===== config.mk =====
export PLATFORM = sky130hd
export DESIGN_NAME = mux
export DESIGN_NICKNAME = d
export VERILOG_FILES = /design/src/rtl/mux.sv
export SDC_FILE = /design/constraint.sdc
export NUM_CORES = 1
export LEC_CHECK = 0
export ABC_CLOCK_PERIOD_IN_PS = 2100
export CAP_MARGIN = 20
export CORE_MARGIN = 1
export CORE_UTILIZATION = 43
export DETAILED_ROUTE_END_ITERATION = 6
export PLACE_DENSITY_LB_ADDON = 0.25
export REMOVE_ABC_BUFFERS = 1
export SLEW_MARGIN = 20
export SYNTH_ARGS = -nofsm -noshare
export SYNTH_HDL_FRONTEND = slang
export SYNTH_SLANG_ARGS = --single-unit

===== constraint.sdc =====
create_clock -name clk -period 2.1 [get_ports clk]
set_input_delay 0.42 -clock clk [delete_from_list [all_inputs] [get_ports clk]]
set_output_delay 0.42 -clock clk [all_outputs]
set_load 0.005 [all_outputs]

===== src/rtl/mux.sv =====
// 4:1 single-bit multiplexer with a registered copy of the result, the
// registered select, a change pulse and a wrapping change counter.
module mux #(
    parameter int unsigned CNT_W = 8
) (
    input  logic             clk,
    input  logic             rst,
    input  logic             A,
    input  logic             B,
    input  logic             C,
    input  logic             D,
    input  logic             S0,
    input  logic             S1,
    input  logic             EN,
    output logic             OUT,
    output logic             OUT_Q,
    output logic [1:0]       SEL_Q,
    output logic             CHG,
    output logic [CNT_W-1:0] CHG_CNT
);

    localparam int unsigned SEL_W = 2;

    logic             mux_c;
    logic             out_q_d, out_q_q;
    logic [SEL_W-1:0] sel_q_d, sel_q_q;
    logic             chg_d,   chg_q;
    logic [CNT_W-1:0] cnt_d,   cnt_q;

    // Combinational select; unknown selects fall to the default and give X.
    always_comb begin
        mux_c = 1'bx;
        case ({S1, S0})
            2'b00:   mux_c = A;
            2'b01:   mux_c = B;
            2'b10:   mux_c = C;
            2'b11:   mux_c = D;
            default: mux_c = 1'bx;
        endcase
    end

    // Next-state: capture on EN, pulse on a value change, count pulses.
    always_comb begin
        out_q_d = out_q_q;
        sel_q_d = sel_q_q;
        chg_d   = 1'b0;
        cnt_d   = cnt_q;
        if (EN) begin
            out_q_d = mux_c;
            sel_q_d = {S1, S0};
            chg_d   = (mux_c != out_q_q);
        end
        if (chg_d) begin
            cnt_d = cnt_q + CNT_W'(1);
        end
    end

    // State registers; reset wins over EN and drops any pending pulse.
    always_ff @(posedge clk) begin
        if (rst) begin
            out_q_q <= 1'b0;
            sel_q_q <= '0;
            chg_q   <= 1'b0;
            cnt_q   <= '0;
        end else begin
            out_q_q <= out_q_d;
            sel_q_q <= sel_q_d;
            chg_q   <= chg_d;
            cnt_q   <= cnt_d;
        end
    end

    assign OUT     = mux_c;
    assign OUT_Q   = out_q_q;
    assign SEL_Q   = sel_q_q;
    assign CHG     = chg_q;
    assign CHG_CNT = cnt_q;

endmodule


==> Implementation_results.wiki <==
{| class="wikitable"
! Metric !! Value
|-
| Maximum ir drop on the vdd rail || 358.3 uV
|-
| Post-DR wirelength/cell || around 13 um
|-
| Gr ovfl total || 0
|-
| Final Util || 72.71%
|-
| Crit path largest cell delay || about 350 ps
|-
| Post-detailed-route count of antenna-violating nets || 0
|-
| Worst setup path startpoint || S1
|-
| Worst R2R End || CHG_CNT[7]
|-
| Pin count of the biggest net entering global routing || 15
|-
| Number of max-cap violations || 0
|-
| Synth cell types || 24
|-
| Clk buf depth || 2
|-
| Commonest non-fill, non-tap cell in the layout || clkdlybuf4s50_1
|-
| Cts bufs inserted || 3
|-
| Number of cells on the worst reg-to-reg path || 5
|-
| Top cell type's share of synthesized area || about 36%
|-
| Area of the die || between 0.0015 and 0.002 mm2
|-
| Mapped cell area || roughly 670 um2
|-
| Number of remaining DRC errors || 0
|-
| Overall die height || between 40 and 50 um
|-
| DP Cell Count || 112
|-
| Average footprint of a synthesized cell || roughly 9.3 um2
|-
| Result of the run || complete, no violations
|-
| Synthesized flop and latch total || 12
|-
| Antenna violations before repair || 0
|-
| Via count normalized by instance count || ~5.3
|-
| Largest fanout of any net on the critical path || 3
|-
| Clock root buffer || clkbuf_4
|-
| Worst reg2reg startpoint || OUT_Q
|-
| Top area cells in the synthesized netlist || dfxtp_1 36%, mux2_1 8.4%, mux2i_2 8.2%, mux2i_1 6.0%, nor2b_1 5.6%
|-
| Num rows || 13
|-
| All-Layer GR Usage || between 10% and 20%
|-
| Static leakage || between 0.4 and 0.5 nW
|-
| Floorplan core area || between 0.001 and 0.0015 mm2
|-
| Number of hold violations in the final report || 0
|-
| Crit path capture || OUT
|-
| Antenna fix cells || 0
|-
| Worst-path cell chain || dlygate4sd2_1, mux2i_4, mux2i_1, dlygate4sd2_1
|-
| First DRT Iteration DRCs || 3
|-
| Total via count after detailed routing || around 630
|-
| Clock skew || between 4 and 5 ps
|-
| Arr. time, crit path || 1500 ps
|-
| Pre-CTS worst setup slack || -315.1 ps
|-
| Share of the clock period used by the worst path after layout || between 90 and 100%
|-
| Synthesized instance count || approximately 70
|-
| Final wirelength || ~1500 um
|-
| Port buffer count || 21
|-
| Path type of the worst setup path || in2out
|-
| Final critical path time including I/O delays and setup || approximately 1900 ps
|-
| Fraction of layout instances using a drive strength above 1 || 20.39%
|-
| Number of sinks on the clock net || 12
|-
| Number of cells in the finished layout apart from fillers || roughly 120
|-
| Class of the most critical hold timing path || reg2reg
|-
| Filler cells || roughly 110
|-
| Type of destination of the critical path || primary output
|-
| Slowest stage cell, crit path || dlygate4sd2_1
|-
| Synthesis-to-layout area growth || 48.69%
|-
| Power per Cell Area || 536.0 mW/mm2
|-
| First-pass GRT wire length || 2525 um
|-
| H-tree depth || 1
|-
| TritonCTS clock tree || yes
|-
| Final number of setup-violating endpoints || 0
|-
| Initial core utilization || around half
|-
| Biggest area consumer among synthesized cells || dfxtp_1
|-
| DP Wirelength || 1174 um
|-
| Worst reg2reg setup slack || just over 500 ps
|-
| Sequential element share of the synthesized area || 35.96%
|-
| Number of warning messages in the yosys log || 0
|-
| Routability Congestion || between 0.7 and 0.8
|-
| TritonRoute pass-1 iters || 2
|-
| Data required time at the worst endpoint || between 1500 and 2000 ps
|-
| Worst path setup slack after routing || around 180 ps
|-
| Most common cell type on the critical path || dlygate4sd2_1
|-
| Top library cells by usage in the layout, fill and taps aside || 18 x clkdlybuf4s50_1, 12 x dfxtp_1, 9 x nor2_1, 9 x buf_4
|-
| Hold-fix buffers at CTS || 0
|-
| Die boundary width || 41.42 um
|-
| Clock latency reported for the late side of the worst-skew pair || roughly 280 ps
|-
| Worst Max-Slew Pin Slew || 509.9 ps
|-
| Via count of the first global-routing pass || 585
|-
| Relative slew slack || around two thirds
|-
| Boundary Pins || 22
|-
| Setup repair after global routing missed its margin || false
|-
| Highest Clock Rate || 521.7 MHz
|-
| Net total in the final layout || 114
|-
| Clock-pin slew reported for the worst setup and hold paths after clock tree synthesis || roughly 70 ps
|-
| Type of origin of the critical path || input pin
|-
| Final number of max-transition violations || 0
|}
==> metrics by stage <==
step | instance area (um2) | total power [mW] | hold WS, ps | TNS, ps
2_1_floorplan | 655.6 | 0.2860 | 477.8 | 0
3_3_place_gp | 937.1 | 0.3467 | 483.1 | -1336
3_5_place_dp | 937.1 | 0.3491 | 490.4 | -1970
4_1_cts | 993.5 | 0.5426 | 511.5 | 0
5_1_grt | 993.5 | 0.5584 | 525.2 | 0
6_report | 993.5 | 0.5325 | 502.0 | 0
==> layer usage <==
layer	track usage, %	wire length, um	up-vias
met2	30.31	736	13
met5	0	0	-
met4	7.742	15	0
met1	23.72	681	288
met3	8.261	67	3
li1	-	-	323
==> synth_stat cells <==
| master | count |
|---|---|
| a21oi_1 | 6 |
| and2_1 | 1 |
| nand2_1 | 2 |
| dfxtp_1 | 12 |
| nor3_1 | 2 |
| a211oi_1 | 1 |
| mux2_1 | 5 |
| o21ai_0 | 2 |
| mux2i_2 | 4 |
| nand4_1 | 1 |
| nor2_1 | 9 |
| and4_1 | 1 |
| ha_1 | 1 |
| mux2i_1 | 4 |
| nand3_1 | 4 |
| and3_1 | 1 |
| and3b_1 | 1 |
| mux2_2 | 3 |
| a21boi_0 | 1 |
| nor3b_1 | 1 |
| buf_2 | 1 |
| nor2b_1 | 6 |
| clkbuf_1 | 2 |
| and3b_2 | 1 |
==> final cells by class <==
class / instances / area, um2 / area share (%)
well taps: 15 / 18.77 / 1.889
clock buffers: 4 / 36.28 / 3.652
repair buffers: 30 / 274.0 / 27.58
multi-input cells: 57 / 424.2 / 42.70
flip-flops and latches: 12 / 240.2 / 24.18
==> sequential cells by signal, summed over array words and instances (netlist names) <==
register / flops
CHG: 1
CHG_CNT: 8
OUT_Q: 1
SEL_Q: 2
==> report_power, final <==
part	internal, mW	leakage, nW	total, mW	switching [mW]
registers	0.236	0.0977	0.243	0.00686
clock network	0.106	0.0210	0.184	0.0785
logic	0.0637	0.295	0.106	0.0421
==> critical path: cells and delay by family <==
kind / cells / cell delay, ps
buffers and inverters: 2 / 620
muxes: 2 / 450
==> worst min path at each step <==
stage               cells after the start  slack, ps          to       start
floorplan                               2        480  CHG_CNT[1]  CHG_CNT[1]
global placement                        2        480    SEL_Q[0]    SEL_Q[0]
global route                            2        530    SEL_Q[1]    SEL_Q[1]
CTS                                     2        510  CHG_CNT[1]  CHG_CNT[1]
detailed placement                      2        490    SEL_Q[0]    SEL_Q[0]
finish                                  2        500    SEL_Q[1]    SEL_Q[1]
==> cell families after synthesis <==
group                    count (synthesis)  synth area share (%)
AND/OR/NAND/NOR                         30                 24.35
multiplexers                            16                 27.71
flip-flops                              12                 35.95
AO/OA/AOI/OAI                           10                 8.241
buffers and inverters                    3                 1.872
adder cells (fa/ha/maj)                  1                 1.872
==> what timing repair did <==
action                     CTS  global route
gates resized for setup      4             0
setup buffers                2             0
setup endpoints to repair    2             0
Power figures use the tool's default switching activity.
